### config.mk
export PLATFORM = sky130hd
export DESIGN_NAME = ffn_acc_requant_flat
export DESIGN_NICKNAME = d
export VERILOG_FILES = /design/src/rtl/ffn_pkg.sv /design/src/rtl/ffn_acc_requant_if.sv /design/src/rtl/q_requant_sat.sv /design/src/rtl/ffn_acc_requant.sv /design/src/flat_wrapper.sv
export SDC_FILE = /design/constraint.sdc
export NUM_CORES = 1
export LEC_CHECK = 0
export BUFFER_PORTS_ARGS = -buffer_cell sky130_fd_sc_hd__buf_2
export CAP_MARGIN = 25
export CORE_AREA = 3 3 302 304
export DETAILED_ROUTE_END_ITERATION = 10
export DIE_AREA = 0 0 305 307
export PLACE_DENSITY = 0.66
export SLEW_MARGIN = 25
export SYNTH_ARGS = -nofsm -noshare
export SYNTH_HDL_FRONTEND = slang
export SYNTH_SLANG_ARGS = --single-unit
export TNS_END_PERCENT = 20
### constraint.sdc
create_clock -name clk -period 4.6 [get_ports clk]
set_clock_uncertainty 0.15 [all_clocks]
set_input_delay 0.23 -clock clk [delete_from_list [all_inputs] [get_ports clk]]
set_output_delay 0.23 -clock clk [all_outputs]
set_load 0.02 [all_outputs]
### src/rtl/ffn_pkg.sv
// ---------------------------------------------------------------------------
// ffn_pkg
// Shared constants for the FFN requantization datapath.
//   FRAC_BITS / DATA_WIDTH : Q6.10 output and bias format
//   ACC_WIDTH              : default matrix-multiply accumulator width (Q12.20)
//   Q_MAX / Q_MIN          : Q6.10 saturation bounds
//   ROUND_HALF             : half-LSB of the Q6.10 result, in accumulator units
// ---------------------------------------------------------------------------
package ffn_pkg;
   localparam int FRAC_BITS  = 10;
   localparam int DATA_WIDTH = 16;
   localparam int ACC_WIDTH  = 32;

   localparam logic signed [DATA_WIDTH-1:0] Q_MAX = 16'sh7FFF;
   localparam logic signed [DATA_WIDTH-1:0] Q_MIN = 16'sh8000;

   localparam int ROUND_HALF = 1 << (FRAC_BITS - 1);
endpackage

### src/rtl/ffn_acc_requant_if.sv
// ---------------------------------------------------------------------------
// ffn_acc_requant_if
// Streaming bus of the requantizer: accumulator input handshake and the
// Q6.10 output handshake towards the GELU stage, plus per-beat sideband.
//   acc_in/acc_valid/acc_ready : accumulator words in (Q12.20)
//   x_out/x_valid/x_ready      : requantized words out (Q6.10)
//   col_idx/row_last/sat_flag  : sideband travelling with x_out
// Modports: master = producer of acc_in / consumer of x_out,
//           slave  = the requantizer itself.
// ---------------------------------------------------------------------------
interface ffn_acc_requant_if #(
   parameter int ACC_WIDTH  = ffn_pkg::ACC_WIDTH,
   parameter int DATA_WIDTH = ffn_pkg::DATA_WIDTH,
   parameter int COL_W      = 6
);
   logic [ACC_WIDTH-1:0]  acc_in;
   logic                  acc_valid;
   logic                  acc_ready;
   logic [DATA_WIDTH-1:0] x_out;
   logic                  x_valid;
   logic                  x_ready;
   logic [COL_W-1:0]      col_idx;
   logic                  row_last;
   logic                  sat_flag;

   modport master (
      output acc_in, acc_valid, x_ready,
      input  acc_ready, x_out, x_valid, col_idx, row_last, sat_flag
   );

   modport slave (
      input  acc_in, acc_valid, x_ready,
      output acc_ready, x_out, x_valid, col_idx, row_last, sat_flag
   );
endinterface

### src/rtl/q_requant_sat.sv
// ---------------------------------------------------------------------------
// q_requant_sat
// Combinational Q12.20(+1 bit) -> Q6.10 conversion: optional round,
// arithmetic shift right by FRAC_BITS, saturate to the Q6.10 range.
//   sum   in  ACC_WIDTH+1  signed biased accumulator sum
//   q_out out DATA_WIDTH   requantized value
//   sat   out 1            value was clamped
// Build option: FFN_REQ_ROUND_EN defined -> add half an output LSB before
// the shift (round half toward +inf); undefined -> floor.
// ---------------------------------------------------------------------------
module q_requant_sat #(
   parameter int ACC_WIDTH  = ffn_pkg::ACC_WIDTH,
   parameter int DATA_WIDTH = ffn_pkg::DATA_WIDTH,
   parameter int FRAC_BITS  = ffn_pkg::FRAC_BITS
) (
   input  logic signed [ACC_WIDTH:0]  sum,
   output logic [DATA_WIDTH-1:0]      q_out,
   output logic                       sat
);
   import ffn_pkg::*;

   // One guard bit above the sum so the rounding add can never wrap.
   localparam int RW = ACC_WIDTH + 2;

   logic signed [RW-1:0]       rounded;
   logic signed [RW-1:0]       shifted;
   logic [RW-DATA_WIDTH:0]     hi_bits;

`ifdef FFN_REQ_ROUND_EN
   assign rounded = RW'(sum) + RW'(ROUND_HALF);
`else
   assign rounded = RW'(sum);
`endif

   assign shifted = rounded >>> FRAC_BITS;

   // The result fits in DATA_WIDTH bits only if every bit from the output
   // sign bit upward is a copy of the same value.
   assign hi_bits = shifted[RW-1:DATA_WIDTH-1];
   assign sat     = !((&hi_bits) || !(|hi_bits));

   always_comb begin
      q_out = shifted[DATA_WIDTH-1:0];
      if (sat) begin
         q_out = hi_bits[RW-DATA_WIDTH] ? DATA_WIDTH'(Q_MIN) : DATA_WIDTH'(Q_MAX);
      end
   end
endmodule

### src/rtl/ffn_acc_requant.sv
// ---------------------------------------------------------------------------
// ffn_acc_requant
// Requantizer in front of the GELU lookup. Adds a per-column Q6.10 bias to
// each Q12.20 accumulator word, rounds/shifts/saturates to Q6.10 and streams
// the result out with column position and saturation sideband.
// Ports:
//   clk, rst_n        clock, asynchronous active-low reset
//   bias_we/addr/data bias table write port (table is not reset)
//   col_clr           synchronous clear of the column counter
//   bus (slave)       acc_* input handshake, x_* output handshake + sideband
//   sat_count         saturating count of delivered saturated beats
// Two register stages: stage 1 holds the biased sum, stage 2 is the output.
// Both advance together on en = !x_valid || x_ready.
// Build option: FFN_REQ_ROUND_EN (see q_requant_sat).
// ---------------------------------------------------------------------------
module ffn_acc_requant #(
   parameter int  ACC_WIDTH  = ffn_pkg::ACC_WIDTH,
   parameter int  DATA_WIDTH = ffn_pkg::DATA_WIDTH,
   parameter int  FRAC_BITS  = ffn_pkg::FRAC_BITS,
   parameter int  NUM_COLS   = 64,
   localparam int COL_W      = $clog2(NUM_COLS)
) (
   input  logic                  clk,
   input  logic                  rst_n,
   input  logic                  bias_we,
   input  logic [COL_W-1:0]      bias_addr,
   input  logic [DATA_WIDTH-1:0] bias_data,
   input  logic                  col_clr,
   ffn_acc_requant_if.slave      bus,
   output logic [15:0]           sat_count
);
   import ffn_pkg::*;

   localparam int               SUM_W    = ACC_WIDTH + 1;
   localparam logic [COL_W-1:0] LAST_COL = COL_W'(NUM_COLS - 1);

   // ---------------- handshake ----------------
   logic en;
   logic accept;

   logic                  x_valid_reg;
   logic [DATA_WIDTH-1:0] x_out_reg;
   logic [COL_W-1:0]      col_idx_reg;
   logic                  row_last_reg;
   logic                  sat_flag_reg;
   logic [15:0]           sat_count_reg;

   assign en            = !x_valid_reg || bus.x_ready;
   assign accept        = bus.acc_valid && en;
   assign bus.acc_ready = en;

   // ---------------- column counter ----------------
   logic [COL_W-1:0] col_cnt_reg;
   logic [COL_W-1:0] col_cnt_next;
   logic [COL_W-1:0] beat_col;

   // A clear coinciding with an accept makes that beat column 0.
   always_comb begin
      beat_col     = col_clr ? '0 : col_cnt_reg;
      col_cnt_next = col_cnt_reg;
      if (accept) begin
         col_cnt_next = (beat_col == LAST_COL) ? '0 : beat_col + 1'b1;
      end else if (col_clr) begin
         col_cnt_next = '0;
      end
   end

   // ---------------- bias table ----------------
   // Combinational read: a same-cycle write to the accepted column is not
   // yet visible, so that beat sees the old bias.
   logic [DATA_WIDTH-1:0] bias_mem [NUM_COLS];
   logic [DATA_WIDTH-1:0] bias_rd;

   always_ff @(posedge clk) begin
      if (bias_we) begin
         bias_mem[bias_addr] <= bias_data;
      end
   end

   assign bias_rd = bias_mem[beat_col];

   // ---------------- stage 1: bias add ----------------
   logic signed [DATA_WIDTH+FRAC_BITS-1:0] bias_shl;
   logic signed [SUM_W-1:0]                acc_ext;
   logic signed [SUM_W-1:0]                sum_next;

   assign bias_shl = {bias_rd, {FRAC_BITS{1'b0}}};
   assign acc_ext  = {bus.acc_in[ACC_WIDTH-1], bus.acc_in};
   assign sum_next = acc_ext + SUM_W'(bias_shl);

   logic                    s1_valid_reg;
   logic signed [SUM_W-1:0] s1_sum_reg;
   logic [COL_W-1:0]        s1_col_reg;
   logic                    s1_last_reg;

   // ---------------- stage 2: requantize ----------------
   logic [DATA_WIDTH-1:0] q_val;
   logic                  q_sat;

   q_requant_sat #(
      .ACC_WIDTH  (ACC_WIDTH),
      .DATA_WIDTH (DATA_WIDTH),
      .FRAC_BITS  (FRAC_BITS)
   ) u_q_requant_sat (
      .sum   (s1_sum_reg),
      .q_out (q_val),
      .sat   (q_sat)
   );

   always_ff @(posedge clk or negedge rst_n) begin
      if (!rst_n) begin
         col_cnt_reg   <= '0;
         s1_valid_reg  <= 1'b0;
         s1_sum_reg    <= '0;
         s1_col_reg    <= '0;
         s1_last_reg   <= 1'b0;
         x_valid_reg   <= 1'b0;
         x_out_reg     <= '0;
         col_idx_reg   <= '0;
         row_last_reg  <= 1'b0;
         sat_flag_reg  <= 1'b0;
         sat_count_reg <= '0;
      end else begin
         col_cnt_reg <= col_cnt_next;

         if (en) begin
            s1_valid_reg <= accept;
            if (accept) begin
               s1_sum_reg  <= sum_next;
               s1_col_reg  <= beat_col;
               s1_last_reg <= (beat_col == LAST_COL);
            end

            x_valid_reg <= s1_valid_reg;
            if (s1_valid_reg) begin
               x_out_reg    <= q_val;
               col_idx_reg  <= s1_col_reg;
               row_last_reg <= s1_last_reg;
               sat_flag_reg <= q_sat;
            end
         end

         // Count on delivery, not on production, so a stalled beat is
         // counted exactly once.
         if (x_valid_reg && bus.x_ready && sat_flag_reg && (sat_count_reg != 16'hFFFF)) begin
            sat_count_reg <= sat_count_reg + 16'd1;
         end
      end
   end

   assign bus.x_valid  = x_valid_reg;
   assign bus.x_out    = x_out_reg;
   assign bus.col_idx  = col_idx_reg;
   assign bus.row_last = row_last_reg;
   assign bus.sat_flag = sat_flag_reg;
   assign sat_count    = sat_count_reg;
endmodule

### src/flat_wrapper.sv
// flat-port wrapper written by rule: the top's interface ports become plain ports
module ffn_acc_requant_flat import ffn_pkg::*;
#(
   parameter int  ACC_WIDTH  = ffn_pkg::ACC_WIDTH,
   parameter int  DATA_WIDTH = ffn_pkg::DATA_WIDTH,
   parameter int  FRAC_BITS  = ffn_pkg::FRAC_BITS,
   parameter int  NUM_COLS   = 64,
   localparam int COL_W      = $clog2(NUM_COLS)
)
  (clk, rst_n, bias_we, bias_addr, bias_data, col_clr, sat_count, bus_acc_in, bus_acc_valid, bus_x_ready, bus_acc_ready, bus_x_out, bus_x_valid, bus_col_idx, bus_row_last, bus_sat_flag);
  ffn_acc_requant_if #(.ACC_WIDTH(ACC_WIDTH), .DATA_WIDTH(DATA_WIDTH), .COL_W((6))) bus_i ();
  input  logic clk;
  input  logic rst_n;
  input  logic bias_we;
  input  logic [COL_W-1:0] bias_addr;
  input  logic [DATA_WIDTH-1:0] bias_data;
  input  logic col_clr;
  output logic [15:0] sat_count;
  input wire logic [$bits(bus_i.acc_in)-1:0] bus_acc_in;
  input wire logic [$bits(bus_i.acc_valid)-1:0] bus_acc_valid;
  input wire logic [$bits(bus_i.x_ready)-1:0] bus_x_ready;
  output wire logic [$bits(bus_i.acc_ready)-1:0] bus_acc_ready;
  output wire logic [$bits(bus_i.x_out)-1:0] bus_x_out;
  output wire logic [$bits(bus_i.x_valid)-1:0] bus_x_valid;
  output wire logic [$bits(bus_i.col_idx)-1:0] bus_col_idx;
  output wire logic [$bits(bus_i.row_last)-1:0] bus_row_last;
  output wire logic [$bits(bus_i.sat_flag)-1:0] bus_sat_flag;
  assign bus_i.acc_in = bus_acc_in;
  assign bus_i.acc_valid = bus_acc_valid;
  assign bus_i.x_ready = bus_x_ready;
  assign bus_acc_ready = bus_i.acc_ready;
  assign bus_x_out = bus_i.x_out;
  assign bus_x_valid = bus_i.x_valid;
  assign bus_col_idx = bus_i.col_idx;
  assign bus_row_last = bus_i.row_last;
  assign bus_sat_flag = bus_i.sat_flag;
  ffn_acc_requant #(.ACC_WIDTH(ACC_WIDTH), .DATA_WIDTH(DATA_WIDTH), .FRAC_BITS(FRAC_BITS), .NUM_COLS(NUM_COLS)) u_core (.clk(clk), .rst_n(rst_n), .bias_we(bias_we), .bias_addr(bias_addr), .bias_data(bias_data), .col_clr(col_clr), .bus(bus_i), .sat_count(sat_count));
endmodule
==> run metrics <==
kind of start point of the critical path=register; buffers added on ports=91; clock latency at the later pin of the worst-skew pair=0.68 ns; setup violation total in the final timing report=0; total of warnings raised by yosys=0; total global routing track utilization=23.9%; violated checks=negative hold slack; max FFs per register=1,024; via density per instance=6.21; placed wire-length estimate after detailed placement=69,400 um; CTS root buffer=clkbuf_16; maximum clock frequency=0.221 GHz; count of unique library cells instantiated by Yosys=66; number of fill cells=6,591; vias in the first global route=26.0k; final weighted congestion of routability-driven global placement=0.906; number of nets produced by synthesis=2,823; fraction of synthesis flops using an asynchronous set or reset pin=7.08%; pins over their slew limit=0; number of buffers created by CTS=109; final cell count without fillers=4,287; CP Data Required Time=4.98 ns; average wire per standard cell=26.6 um; clock tree from TritonCTS=built; number of rows in the core area=109; portion of the clock cycle consumed by the worst path in the final layout=98.4%; Worst Max-Slew Pin Slew=1.03 ns; Synth top area share=69.6%; die area=0.0936 mm^2; maximum fanout along the worst path=10; drt first pass iters=6; P_leak=17.1 nW; sinks on the clock net=1,102; maximum number of pins on one net before global-route repair=79; outcome=finished with violations; register area share after synthesis=74.0%; count of flip-flops with a built-in enable after synthesis=1,024; number of antenna violations at the first check in global routing=7; Setup Crit Path Kind=reg -> reg; fin crit period=4.53 ns; Die Ht=307 um; Max-slew headroom=30.9%; number of standard cells after synthesis=2,736; synthesized area per cell=16.1 um^2; Seq cells post-synth=1,102; Clock H-tree levels=3; first-pass GRT wire length=169,000 um; Max clock buf depth=3; DRC violation total after the first TritonRoute iteration=3,533; cell area after technology mapping=0.0442 mm^2; final-report hold violation count=21; clock edge transition at the registers on the reported setup and hold paths=0.06 ns; Crit path arrival time=4.91 ns; final setup margin=0.0736 ns; max-capacitance violation count=0; largest cells by area after synthesis=edfxtp_1, dfrtp_1, mux4_2; count of nets after finishing=3,115; ratio of cells with drive above 1 in the final layout=21.4%; P&R area growth vs syn=16.7%; Worst setup EP type=register; top cells by instance count after synthesis=edfxtp_1, nand2_1, a21oi_1; remaining design rule violation count=0; total power divided by cell area=435 mW/mm^2; routed via count=26.6k; IR drop worst, VDD=312 uV; post-detailed-routing wire length=114,000 um; worst slack, placed=0.0286 ns; path class of the lowest-slack min-delay path=in -> reg; Placed Instances=4,065; worst hold margin=-0.0238 ns; # IOs=102; area inside the core boundary=0.0885 mm^2; post-synth top area cell=edfxtp_1; die boundary width=305 um; starting utilization of the core area=49.9%; most common cell in the synthesized netlist=edfxtp_1; primary flip-flop cell chosen by synthesis mapping=edfxtp_1; total global routing overflow=0; antenna viol nets, final=0
[final timing paths]
path	from	end	slack, ns	depth (start not counted)
worst max-delay path	u_core.col_cnt_reg[0]	u_core.s1_sum_reg[29]	0.07	17
worst min-delay path	bias_data[5]	u_core.bias_mem[13][5]	-0.02	1
worst max register to register	u_core.col_cnt_reg[0]	u_core.s1_sum_reg[29]	0.07	17
worst min register to register	u_core.s1_col_reg[1]	u_core.bus.col_idx[1]	0.32	2
max in group asynchronous	rst_n	u_core.col_cnt_reg[0]	3.68	2
min in group asynchronous	rst_n	u_core.sat_count[8]	0	2
[area by class of cell]
cell class / count / area [um^2] / area share (%)
multi-input cells: 1440 / 10900 / 21.1
clock inverters: 67 / 613 / 1.19
flip-flops and latches: 1102 / 32700 / 63.4
clock buffers: 135 / 2880 / 5.58
repair buffers: 364 / 2950 / 5.73
well taps: 1165 / 1460 / 2.83
inverters: 11 / 43.8 / 0.0849
diodes: 3 / 7.51 / 0.0146
[critical path: stages, from the launching register on]
cell and delay [ns]:
dfrtp_4 0.53, buf_12 0.19, o21ba_2 0.25, buf_12 0.15, buf_4 0.16, o221ai_1 0.19
a21oi_1 0.06, a211oi_1 0.48, a21oi_2 0.15, nand3_1 0.27, a31oi_2 0.12, ha_1 0.42
a21oi_1 0.10, o211ai_1 0.25, o22ai_1 0.12, o21bai_2 0.23, and4_1 0.20, or3_1 0.34
[stage by stage]
step                instance area, um^2  total power [W]  hold WS (ns)  TNS, ns  utilization [%]
floorplan                         44200           0.0129        -0.216        0                -
global placement                  47600           0.0138         0.291        0             53.8
detailed placement                47600           0.0138         0.308        0             53.8
CTS                               51200           0.0225       0.00156        0             57.9
global route                      51600           0.0232      -0.00251  -0.0367             58.2
finish                            51600           0.0224       -0.0238        0             58.3
[report_power, final]
part	total, W	leakage [nW]	switching (W)	internal (W)
clock network	0.00870	1.72	0.00371	0.00499
logic	0.00240	5.23	0.00145	0.000954
registers	0.0113	10.2	0.000132	0.0112
[kinds of logic (layout without fill, tap and decap cells)]
group | Yosys count | count (layout) | synth area share, %
flip-flops | 1102 | 1102 | 74.0
AND/OR/NAND/NOR | 576 | 576 | 5.98
AO/OA/AOI/OAI | 564 | 564 | 8.91
multiplexers | 241 | 241 | 7.77
buffers and inverters | 194 | 577 | 1.89
XOR/XNOR | 32 | 32 | 0.634
adder cells (fa/ha/maj) | 27 | 27 | 0.782
other | 0 | 3 | 0
[repair_timing]
item | in CTS | in global routing
buffers inserted | 0 | 1
hold buffers | 12 | 0
endpoints found under the setup margin | 2 | 12
hold endpoints to repair | 140 | 0
pin swaps | 0 | 5
cloned | 0 | 3
resized for setup | 2 | 46
[per-layer routing]
layer / track usage, % / part of all wire (%) / vias up
met5: 0 / 0.030 / -
met1: 34.8 / 41 / 13500
li1: - / - / 11500
met2: 37.1 / 46 / 1415
met4: 7.21 / 2.6 / 6
met3: 4.68 / 10 / 178
[cell usage in the layout, fill, tap and decap left out, types with 11 or more instances in the layout]
master / count
dfrtp_1: 75
mux4_2: 81
a22oi_1: 15
a31oi_1: 11
a211oi_1: 57
o21ai_0: 39
clkbuf_16: 113
nor2_1: 108
buf_12: 24
nand3_1: 58
nor3b_1: 15
edfxtp_1: 1024
dlygate4sd3_1: 12
xnor2_1: 14
o311a_1: 30
buf_4: 230
a311oi_1: 29
mux2i_1: 156
a21oi_1: 163
clkbuf_1: 22
o32ai_1: 14
o22ai_1: 33
clkinv_2: 25
o221ai_1: 81
xor2_1: 18
nor2b_1: 38
o211ai_1: 15
nand2_1: 261
buf_2: 88
nand4_1: 32
clkinv_1: 18
ha_1: 25
a221oi_1: 16
a21oi_2: 16
(Power assumes the default switching activity.)
